<file path="config.mk">
export PLATFORM = sky130hd
export DESIGN_NAME = tri_bus_arbiter_flat
export DESIGN_NICKNAME = d
export VERILOG_FILES = /design/src/rtl/tri_bus_arbiter_if.sv /design/src/rtl/tri_bus_arbiter.sv /design/src/flat_wrapper.sv
export SDC_FILE = /design/constraint.sdc
export NUM_CORES = 1
export LEC_CHECK = 0
export CORE_MARGIN = 1.5
export CORE_UTILIZATION = 52
export CTS_CLUSTER_SIZE = 16
export DETAILED_ROUTE_END_ITERATION = 16
export PLACE_DENSITY = 0.85
export SLEW_MARGIN = 0
export SYNTH_ARGS = -nofsm -noshare
export SYNTH_HDL_FRONTEND = slang
export SYNTH_SLANG_ARGS = --single-unit
export TNS_END_PERCENT = 5
</file>
<file path="constraint.sdc">
create_clock -name clk -period 2.3 [get_ports clk]
set_input_delay 0.46 -clock clk [delete_from_list [all_inputs] [get_ports clk]]
set_output_delay 0.46 -clock clk [all_outputs]
set_load 0.03 [all_outputs]
</file>
<file path="src/rtl/tri_bus_arbiter_if.sv">
// Bus-side signal bundle for tri_bus_arbiter; lock exists only when BUS_ARB_LOCK_EN is defined.
// Latency: none (wires only). Backpressure: none; requesters hold req until their grant ends.
// master = arbiter side, slave = requester / driver-bank side.
interface tri_bus_arbiter_if #(
  parameter int N_REQ = 4,
  parameter int SEL_W = 2
);
  logic [N_REQ-1:0] req;
`ifdef BUS_ARB_LOCK_EN
  logic             lock;
`endif
  logic [SEL_W-1:0] sel;
  logic             enable;
  logic [N_REQ-1:0] gnt;
  logic             busy;

`ifdef BUS_ARB_LOCK_EN
  modport master (input req, input lock, output sel, output enable, output gnt, output busy);
  modport slave  (output req, output lock, input sel, input enable, input gnt, input busy);
`else
  modport master (input req, output sel, output enable, output gnt, output busy);
  modport slave  (output req, input sel, input enable, input gnt, input busy);
`endif
endinterface

</file>
<file path="src/rtl/tri_bus_arbiter.sv">
// Round-robin owner arbiter for a shared tri-state line, one dead cycle between owners (optional BUS_ARB_LOCK_EN).
// Latency: req -> gnt/enable 1 cycle; all outputs registered.
// Backpressure: no preemption; a requester waits until the current owner drops req or times out.
module tri_bus_arbiter #(
  parameter int N_REQ    = 4,
  parameter int SEL_W    = 2,
  parameter int MAX_HOLD = 8
) (
  input  logic              clk,
  input  logic              rst,
  tri_bus_arbiter_if.master bus
);

  localparam int              HC_W      = $clog2(MAX_HOLD + 1);
  localparam logic [HC_W-1:0] HOLD_LAST = HC_W'(MAX_HOLD - 1);

  typedef enum logic [1:0] {
    S_IDLE  = 2'd0,
    S_GRANT = 2'd1,
    S_TURN  = 2'd2
  } state_t;

  state_t           state;
  logic [SEL_W-1:0] ptr;
  logic [SEL_W-1:0] sel_q;
  logic             en_q;
  logic [N_REQ-1:0] gnt_q;
  logic             busy_q;
  logic [HC_W-1:0]  hold_cnt;

  logic             win_vld;
  logic [SEL_W-1:0] win_idx;
  logic [SEL_W-1:0] rr_cand;
  logic             own_req;
  logic             locked;
  logic             release_now;

  function automatic logic [N_REQ-1:0] onehot(input logic [SEL_W-1:0] idx);
    logic [N_REQ-1:0] v;
    v      = '0;
    v[idx] = 1'b1;
    return v;
  endfunction

  // First requester strictly after the last owner, wrapping N_REQ-1 -> 0.
  always_comb begin
    win_vld = 1'b0;
    win_idx = '0;
    rr_cand = '0;
    for (int i = 1; i <= N_REQ; i++) begin
      rr_cand = SEL_W'((int'(ptr) + i) % N_REQ);
      if (!win_vld && bus.req[rr_cand]) begin
        win_vld = 1'b1;
        win_idx = rr_cand;
      end
    end
  end

  assign own_req = bus.req[sel_q];

`ifdef BUS_ARB_LOCK_EN
  assign locked = bus.lock & own_req;
`else
  assign locked = 1'b0;
`endif

  // A req drop and a timeout on the same edge collapse into one release.
  assign release_now = !own_req || (!locked && (hold_cnt == HOLD_LAST));

  always_ff @(posedge clk) begin
    if (rst) begin
      state    <= S_IDLE;
      en_q     <= 1'b0;
      gnt_q    <= '0;
      sel_q    <= '0;
      busy_q   <= 1'b0;
      ptr      <= SEL_W'(N_REQ - 1);
      hold_cnt <= '0;
    end else begin
      case (state)
        S_IDLE, S_TURN: begin
          if (win_vld) begin
            state    <= S_GRANT;
            gnt_q    <= onehot(win_idx);
            sel_q    <= win_idx;
            en_q     <= 1'b1;
            busy_q   <= 1'b1;
            hold_cnt <= '0;
          end else begin
            state  <= S_IDLE;
            en_q   <= 1'b0;
            gnt_q  <= '0;
            busy_q <= 1'b0;
          end
        end
        S_GRANT: begin
          if (release_now) begin
            state  <= S_TURN;
            en_q   <= 1'b0;
            gnt_q  <= '0;
            busy_q <= 1'b1;
            ptr    <= sel_q;
          end else if (!locked && (hold_cnt != HOLD_LAST)) begin
            hold_cnt <= hold_cnt + HC_W'(1);
          end
        end
        default: begin
          state  <= S_IDLE;
          en_q   <= 1'b0;
          gnt_q  <= '0;
          busy_q <= 1'b0;
        end
      endcase
    end
  end

  assign bus.sel    = sel_q;
  assign bus.enable = en_q;
  assign bus.gnt    = gnt_q;
  assign bus.busy   = busy_q;

endmodule
</file>
<file path="src/flat_wrapper.sv">
// flat-port wrapper written by rule: the top's interface ports become plain ports
module tri_bus_arbiter_flat 
#(
  parameter int N_REQ    = 4,
  parameter int SEL_W    = 2,
  parameter int MAX_HOLD = 8
)
  (clk, rst, bus_req, bus_sel, bus_enable, bus_gnt, bus_busy);
  tri_bus_arbiter_if #(.N_REQ(N_REQ), .SEL_W(SEL_W)) bus_i ();
  input  logic clk;
  input  logic rst;
  input wire logic [$bits(bus_i.req)-1:0] bus_req;
  output wire logic [$bits(bus_i.sel)-1:0] bus_sel;
  output wire logic [$bits(bus_i.enable)-1:0] bus_enable;
  output wire logic [$bits(bus_i.gnt)-1:0] bus_gnt;
  output wire logic [$bits(bus_i.busy)-1:0] bus_busy;
  assign bus_i.req = bus_req;
  assign bus_sel = bus_i.sel;
  assign bus_enable = bus_i.enable;
  assign bus_gnt = bus_i.gnt;
  assign bus_busy = bus_i.busy;
  tri_bus_arbiter #(.N_REQ(N_REQ), .SEL_W(SEL_W), .MAX_HOLD(MAX_HOLD)) u_core (.clk(clk), .rst(rst), .bus(bus_i));
endmodule
</file>
==> results of run 1 <==
## cells by family after synthesis
kind of cell	share of synthesized area, %
adder cells (fa/ha/maj)	1.72
flip-flops	44.1
AND/OR/NAND/NOR	27.2
AO/OA/AOI/OAI	19.7
buffers and inverters	2.76
multiplexers	4.48
## report_power, final
| group | internal, mW | switching (mW) |
|---|---|---|
| clock | 0.0964 | 0.0942 |
| combinational | 0.0686 | 0.0886 |
| sequential | 0.299 | 0.0186 |
| total | 0.464 | 0.201 |
## cell usage in the layout (no fill, tap or decap), drive strengths merged, types with 2 or more instances in the layout
cell type,n
clkdlybuf4s50,13
inv,2
nand2,4
dfxtp,16
a22o,2
nand2b,3
nor3,4
clkbuf,4
buf,2
a21oi,13
nor2,19
## registers in the layout, summed over array words and instances, names as in the netlist
name and count:
u_core.bus.busy 1, u_core.bus.enable 1, u_core.bus.gnt 4, u_core.bus.sel 2, u_core.hold_cnt 4, u_core.ptr 2
u_core.state 2
## stage by stage
stage	std cells	power [mW]	setup slack, ps	instance area (um^2)	utilization, %
6_report	116	0.665	414	913	70.2
5_1_grt	116	0.694	326	913	70.2
4_1_cts	116	0.665	421	913	70.2
3_5_place_dp	112	0.480	120	877	67.4
3_3_place_gp	112	0.476	154	877	67.4
2_1_floorplan	85	0.422	534	726	-
## layout make-up
class | count | area (um^2)
Fill cell | 112 | 388
Multi-Input combinational cell | 64 | 385
Sequential cell | 16 | 320
Timing Repair Buffer | 15 | 145
Clock buffer | 4 | 36.3
Tap cell | 15 | 18.8
Inverter | 2 | 7.51
## routing by layer
| layer | track usage, % | wire (um) |
|---|---|---|
| met5 | 0 | 0 |
| met2 | 36.1 | 704 |
| met3 | 5.56 | 81 |
| met1 | 27.4 | 720 |
| met4 | 7.50 | 6 |
## critical path, cell delays in order
cell and delay, ps:
clkdlybuf4s50_1 570, mux4_2 310, and2_4 150, nand4_1 100, or3_1 330, a211oi_2 180
## cells in the mapped netlist (2+ instances only)
master | instances | area share (%)
a22o_1 | 2 | 2.4
dfxtp_1 | 16 | 44
nand2_1 | 4 | 2.1
clkbuf_1 | 2 | 1.0
nor2_1 | 19 | 9.8
nand2b_1 | 3 | 2.6
inv_1 | 2 | 1.0
a21oi_1 | 12 | 8.3
nor3_1 | 4 | 2.8
## path summary, 6_finish.rpt
kind                                        from                         endpoint
setup / recovery                      bus_req[3]  u_core.hold_cnt[3]$_SDFFE_PP0P_
setup reg to reg  u_core.bus.sel[1]$_SDFFE_PP0P_  u_core.hold_cnt[1]$_SDFFE_PP0P_
hold / removal    u_core.bus.gnt[0]$_SDFFE_PP0P_   u_core.bus.gnt[0]$_SDFFE_PP0P_
hold reg to reg   u_core.bus.gnt[0]$_SDFFE_PP0P_   u_core.bus.gnt[0]$_SDFFE_PP0P_
==> summary.md, run 1 <==
| Metric | Value |
|---|---|
| Status | `finished clean` |
| Largest net degree at the start of global routing | `17` |
| # port buffers | `13` |
| Worst slew pin tran | `483 ps` |
| Max-slew violations | `0` |
| Clk Tree Root Cell | `clkbuf_4` |
| Synth async-reset ratio | `0%` |
| Die Wd | `40.4 um` |
| CTS resizes | `0` |
| Clock Path Buffers | `2` |
| DP HPWL | `1110 um` |
| Total Die Area | `roughly 1600 um^2` |
| Max IR drop VDD | `between 0.0004 and 0.0005 V` |
| Crit start category | `input pin` |
| DRC | `0` |
| EDFF count, synth | `0` |
| H-tree depth | `1` |
| Std cell rows | `13` |
| Hold violation count in the final report | `0` |
| Die height | `40.4 um` |
| Syn-to-layout area delta | `25.9%` |
| Ant diodes | `0` |
| Cells after Synth | `between 80 and 90` |
| Area of the mapped netlist | `726 um^2` |
| Yosys reg bits | `16` |
| Fin crit share | `between 80% and 90%` |
| CTS tree | `built` |
| Post-CTS setup buffer count | `0` |
| Clock sink total | `16` |
| Worst skew pair latency | `between 200 and 300 ps` |
| Reg2Reg Depth | `5` |
| Initial antenna violation count | `0` |
| Syn_nets | `between 90 and 100` |
| CTS Buf Count | `3` |
| Leakage power | `0.358 nW` |
| Fin nets | `~110` |
| Max FO, Critical Path | `7` |
| Initial DRC count | `10` |
| Routed len/inst | `roughly 13 um` |
| Initial Util | `55.8%` |
| Max-Cap Viols | `0` |
| Count of final setup violators | `0` |
| RSZ-0062 raised after global routing | `no` |
| Tot GR Track Use | `between 20% and 30%` |
| Fmax | `0.530 GHz` |
| Hold WC Path Type | `flop to flop` |
| Crit path required time | `2520 ps` |
| Max-slew headroom | `67.8%` |
| Ys Warns | `0` |
| Synth cell types | `30` |
| Seq/Total Area, Yosys | `roughly 44%` |
| Clock period minus worst slack | `around 1900 ps` |
| Vias per inst | `5.67` |
| Worst Skew | `3.11 ps` |
| DR vias | `658` |
| Top Ports | `14` |
| Post-route antenna net violation count | `0` |
| Crit path DAT | `around 2100 ps` |
| Hold Path Stages | `2` |
| Share of cells above drive strength 1 | `12.9%` |
| TNS Setup | `0 ps` |
| Hold buffers post-CTS | `0` |
| DRT Wirelength | `1510 um` |
| Drt pass-1 iters | `4` |
| Clock transition at the registers of the reported paths | `around 100 ps` |
| R2R setup slack | `660 ps` |
| Final hold slack | `462 ps` |
| Cell area power density | `728 nW/um^2` |
| First-pass GRT wire length | `2330 um` |
| Total global routing overflow | `0` |
| Core area | `between 1000 and 1500 um^2` |
| Vias in the first global route | `541` |
| Setup Crit Path Kind | `input pin to flop` |
| Average size of a mapped cell | `roughly 8.5 um^2` |
| Crit. End Element | `flop` |
| Routability congestion estimate | `0.747` |
| Predominant post-synthesis flop cell | `dfxtp_1` |
Power figures use the tool's default switching activity.
==> run 2, diff against run 1 <==
--- a/config.mk
+++ b/config.mk
@@ -6,10 +6,10 @@
 export NUM_CORES = 1
 export LEC_CHECK = 0
 export CORE_MARGIN = 1.5
-export CORE_UTILIZATION = 52
+export CORE_UTILIZATION = 48
 export CTS_CLUSTER_SIZE = 16
 export DETAILED_ROUTE_END_ITERATION = 16
-export PLACE_DENSITY = 0.85
+export PLACE_DENSITY = 0.8
 export SLEW_MARGIN = 0
 export SYNTH_ARGS = -nofsm -noshare
 export SYNTH_HDL_FRONTEND = slang
==> constraint.sdc (replaced) <==
create_clock -name clk -period 1.9 [get_ports clk]
set_input_delay 0.38 -clock clk [delete_from_list [all_inputs] [get_ports clk]]
set_output_delay 0.38 -clock clk [all_outputs]
set_load 0.03 [all_outputs]
==> summary.md, run 2 (same netlist as run 1, synthesis figures left out) <==
| Metric | Value |
|---|---|
| Status | `finished clean` |
| Vias in the first global route | `619` |
| Post-CTS setup buffer count | `0` |
| Max-slew headroom | `a little over two thirds` |
| Switching share of power | `30.3%` |
| Hold Path Sink | `u_core.bus.gnt[0]$_SDFFE_PP0P_` |
| Initial DRC count | `19` |
| Crit. End Element | `flop` |
| Final Cell Area | `945 um^2` |
| Total Die Area | `between 1500 and 2000 um^2` |
| Initial Util | `53.8%` |
| Fin nets | `115` |
| Int Pwr | `around 0.53 mW` |
| Vias per inst | `5.63` |
| R2r startpoint | `u_core.bus.sel[1]$_SDFFE_PP0P_` |
| Dpl cell area | `922 um^2` |
| Metal3 WL | `55 um` |
| Max-slew violations | `0` |
| Top Ports | `14` |
| Crit path DAT | `around 2000 ps` |
| Worst hold start | `u_core.bus.gnt[0]$_SDFFE_PP0P_` |
| Largest net degree at the start of global routing | `13` |
| Cell area power density | `~810 nW/um^2` |
| Ant diodes | `0` |
| Max-Cap Viols | `0` |
| Max FO, Critical Path | `5` |
| R2R setup slack | `260 ps` |
| Clock period minus worst slack | `1790 ps` |
| DP HPWL | `1150 um` |
| Die Wd | `41.9 um` |
| Worst Skew | `2.40 ps` |
| Fmax | `0.558 GHz` |
| Clock transition at the registers of the reported paths | `roughly 90 ps` |
| H-tree depth | `1` |
| Share of cells above drive strength 1 | `17.0%` |
| Initial antenna violation count | `0` |
| Hold Path Stages | `2` |
| Syn-to-layout area delta | `30.2%` |
| Seq pwr share | `50.2%` |
| TNS Setup | `0 ps` |
| CTS resizes | `0` |
| Setup Crit Path Kind | `input pin to flop` |
| Fin crit share | `94.4%` |
| Count of final setup violators | `0` |
| CTS Buf Count | `3` |
| Core area | `1350 um^2` |
| Total global routing overflow | `0` |
| RSZ-0062 raised after global routing | `no` |
| DRC | `0` |
| Max IR drop VDD | `about 0.00056 V` |
| Leakage power | `roughly 0.38 nW` |
| DRT met1 WL | `762 um` |
| Routed len/inst | `12.6 um` |
| Top Layer Used | `met4` |
| Crit path required time | `2100 ps` |
| Std cell rows | `13` |
| Post-route antenna net violation count | `0` |
| Hold WC Path Type | `flop to flop` |
| First-pass GRT wire length | `2580 um` |
| Most frequent cells in the layout | `19 x nor2_1, 16 x dfxtp_1, 13 x clkdlybuf4s50_1` |
| CTS tree | `built` |
| Critical R2R Capture | `u_core.hold_cnt[1]$_SDFFE_PP0P_` |
| Met2 wire len | `705 um` |
| Crit start category | `input pin` |
| Reg2Reg Depth | `5` |
| # port buffers | `13` |
| Die height | `about 42 um` |
| Clock sink total | `16` |
| Clock power frac | `around 23%` |
| Routability congestion estimate | `~0.80` |
| Comb pwr share | `27.2%` |
| Hold violation count in the final report | `0` |
| Commonest non-fill, non-tap cell in the layout | `nor2_1` |
| Worst skew pair latency | `approximately 280 ps` |
| Tot GR Track Use | `18.8%` |
| DR vias | `681` |
| Final hold slack | `473 ps` |
| DRT Wirelength | `1530 um` |
| Worst slew pin tran | `446 ps` |
| Clock Path Buffers | `2` |
| Drt pass-1 iters | `4` |
| Hold buffers post-CTS | `0` |
| Clk Tree Root Cell | `clkbuf_4` |
| NetSw | `~0.23 mW` |
run 2: cell types whose count changed in the layout (fill, tap and decap cells not counted):
cell      change
clkbuf_8      -1
buf_4         +6
run 2: how the worst max path moves through the flow:
stage | from | end
4_1_cts | bus_req[1] | u_core.hold_cnt[1]$_SDFFE_PP0P_
3_5_place_dp | bus_req[1] | u_core.hold_cnt[3]$_SDFFE_PP0P_
2_1_floorplan | u_core.bus.sel[1]$_SDFFE_PP0P_ | u_core.hold_cnt[1]$_SDFFE_PP0P_
5_1_grt | bus_req[1] | u_core.hold_cnt[0]$_SDFFE_PP0P_
6_report | bus_req[1] | u_core.hold_cnt[3]$_SDFFE_PP0P_
3_3_place_gp | bus_req[1] | u_core.hold_cnt[3]$_SDFFE_PP0P_
run 2: area by class of cell:
class / count / area [um^2]
Multi-Input combinational cell: 64 / 385
Fill cell: 118 / 405
Sequential cell: 16 / 320
Tap cell: 15 / 18.8
Timing Repair Buffer: 21 / 190
Inverter: 2 / 7.51
Clock buffer: 3 / 22.5
run 2: metrics by stage:
step	power, mW	worst slack (ps)	instances	util (%)
after global routing	0.803	56.7	121	70.0
after detailed placement	0.597	-172	118	68.3
after global placement	0.593	-122	118	68.3
final	0.763	106	121	70.0
after CTS	0.767	119	121	70.0
after floorplan	0.511	134	85	-
run 2: worst max-delay path: stages:
cell             delay [ps]
clkdlybuf4s50_1         540
mux4_2                  300
and2_4                  160
nand4_1                 100
or3_1                   330
a211oi_2                180
run 2: metal layers:
metal | global-route usage [%] | up-vias
met5 | 0 | -
met4 | 6.45 | 0
met3 | 3.91 | 2
met2 | 30.0 | 12
met1 | 25.0 | 318
li1 | - | 349
run 2: power by group through the flow:
stage / sequential (mW) / clock, mW / combinational, mW
after CTS: 0.383 / 0.176 / 0.208
after global placement: 0.390 / 0 / 0.202
final: 0.383 / 0.172 / 0.208
after floorplan: 0.419 / 0 / 0.0919
after global routing: 0.388 / 0.191 / 0.224
after detailed placement: 0.391 / 0 / 0.206
==> run 3, diff against run 2 <==
==> constraint.sdc (replaced) <==
create_clock -name clk -period 1.7 [get_ports clk]
set_input_delay 0.34 -clock clk [delete_from_list [all_inputs] [get_ports clk]]
set_output_delay 0.34 -clock clk [all_outputs]
set_load 0.03 [all_outputs]
==> summary.md, run 3 (same netlist as run 1, synthesis figures left out) <==
| Metric | Value |
|---|---|
| TNS Setup | `0 ps` |
| Core area | `1350 um^2` |
| Initial antenna violation count | `0` |
| Clock sink total | `16` |
| Tot GR Track Use | `roughly 20%` |
| Max IR drop VDD | `0.000557 V` |
| Leakage power | `slightly above 0.4 nW` |
| Hold Path Sink | `u_core.bus.gnt[0]$_SDFFE_PP0P_` |
| Count of final setup violators | `0` |
| DP HPWL | `approximately 1200 um` |
| Fin crit share | `97.8%` |
| Routed len/inst | `13.5 um` |
| Crit start category | `flop` |
| Worst slew pin tran | `474 ps` |
| Most frequent cells in the layout | `19 x nor2_1, 15 x dfxtp_1, 12 x a21oi_1` |
| Initial Util | `a little over half` |
| Ant diodes | `0` |
| Placement Setup Slack | `-364 ps` |
| Crit path required time | `1360 ps` |
| Crit path DAT | `1320 ps` |
| PnR Total Power | `around 0.86 mW` |
| Std cell rows | `13` |
| Critical R2R Capture | `u_core.hold_cnt[3]$_SDFFE_PP0P_` |
| Clock transition at the registers of the reported paths | `80 ps` |
| CP max stage delay | `680 ps` |
| Cell chain of the critical path | `clkdlybuf4s50_1` |
| Hold WC Path Type | `flop to flop` |
| Max-Cap Viols | `0` |
| Crit. End Element | `output port` |
| Die Wd | `41.9 um` |
| Hold Path Stages | `2` |
| Largest net degree at the start of global routing | `10` |
| Cell Count, Final, Fillers Out | `121` |
| Vias in the first global route | `600` |
| Worst hold start | `u_core.bus.gnt[0]$_SDFFE_PP0P_` |
| Worst skew pair latency | `approximately 280 ps` |
| Top Ports | `14` |
| DRT met1 WL | `807 um` |
| Status | `finished clean` |
| Cell area power density | `901 nW/um^2` |
| Worst Skew | `0.460 ps` |
| Fmax | `0.601 GHz` |
| Cells after DPL | `approximately 120` |
| Setup Crit Path Kind | `flop to output port` |
| Dpl cell area | `just over 900 um^2` |
| R2R setup slack | `140 ps` |
| Top Layer Used | `met4` |
| Clock Path Buffers | `2` |
| Commonest non-fill, non-tap cell in the layout | `nor2_1` |
| Total global routing overflow | `0` |
| Post-route antenna net violation count | `0` |
| Final Cell Area | `~950 um^2` |
| Syn-to-layout area delta | `30.9%` |
| Final core occ | `between 70 and 80%` |
| Max-slew violations | `0` |
| Hold violation count in the final report | `0` |
| DRT Wirelength | `1640 um` |
| Crit path max-delay cell type | `clkdlybuf4s50_1` |
| Total Die Area | `1750 um^2` |
| H-tree depth | `1` |
| Clock period minus worst slack | `1660 ps` |
| Fillers | `121` |
| Vias per inst | `5.50` |
| Met2 wire len | `730 um` |
| Delay-heaviest family, CP | `buffers and inverters` |
| R2r startpoint | `u_core.bus.sel[1]$_SDFFE_PP0P_` |
| Final worst slack | `36.9 ps` |
| Fin nets | `115` |
| Max-slew headroom | `slightly below 70%` |
| DR vias | `666` |
| Clk Tree Root Cell | `clkbuf_4` |
| Reg2Reg Depth | `5` |
| Final hold slack | `463 ps` |
| Max FO, Critical Path | `2` |
| First-pass GRT wire length | `2600 um` |
| Initial DRC count | `11` |
| # port buffers | `13` |
| DRC | `0` |
| Routability congestion estimate | `0.796` |
| Hold buffers post-CTS | `0` |
| Die height | `41.9 um` |
| CTS tree | `built` |
| Post-CTS setup buffer count | `0` |
| Share of cells above drive strength 1 | `roughly 20%` |
| CP Buf/Inv Count | `1` |
| Metal3 WL | `57 um` |
| CTS Buf Count | `3` |
| RSZ-0062 raised after global routing | `yes` |
| Drt pass-1 iters | `2` |
[run 3: area by class of cell]
type	count	area, um^2	share of cell area (%)
clock buffers	3	22.5	2.37
inverters	2	7.51	0.791
multi-input cells	64	392	41.2
flip-flops and latches	16	322	33.9
well taps	15	18.8	1.98
repair buffers	21	188	19.8
[run 3: timing repair]
| action | 4_1_cts | 5_1_grt |
|---|---|---|
| gates resized for setup | 4 | 3 |
| endpoints found under the hold margin | 0 | 0 |
| endpoints found under the setup margin | 4 | 3 |
[run 3: tightest hold or removal path, stage by stage (launching register included)]
cell,delay (ps)
dfxtp_1,320
nand2_1,50
a21oi_1,50
[run 3: where the power goes]
group | switching, mW | internal [mW]
Sequential | 0.0258 | 0.405
Clock | 0.111 | 0.0823
Combinational | 0.127 | 0.106
[run 3: how the worst max path moves through the flow]
stage	startpoint	to	slack (ps)	depth (start not counted)
6_report	u_core.bus.busy$_SDFFE_PP0P_	bus_busy	40	1
2_1_floorplan	u_core.bus.sel[1]$_SDFFE_PP0P_	u_core.hold_cnt[1]$_SDFFE_PP0P_	70	6
3_3_place_gp	bus_req[1]	u_core.hold_cnt[3]$_SDFFE_PP0P_	-300	6
4_1_cts	u_core.bus.sel[1]$_SDFFE_PP0P_	bus_sel[1]	20	1
5_1_grt	bus_req[3]	u_core.hold_cnt[1]$_SDFFE_PP0P_	-5	6
3_5_place_dp	bus_req[1]	u_core.hold_cnt[3]$_SDFFE_PP0P_	-360	6
[run 3: layer usage]
layer,GRT usage (%),vias to the layer above
li1,-,347
met1,25.5,301
met2,29.7,12
met3,3.48,6
met4,11.0,0
met5,0,-
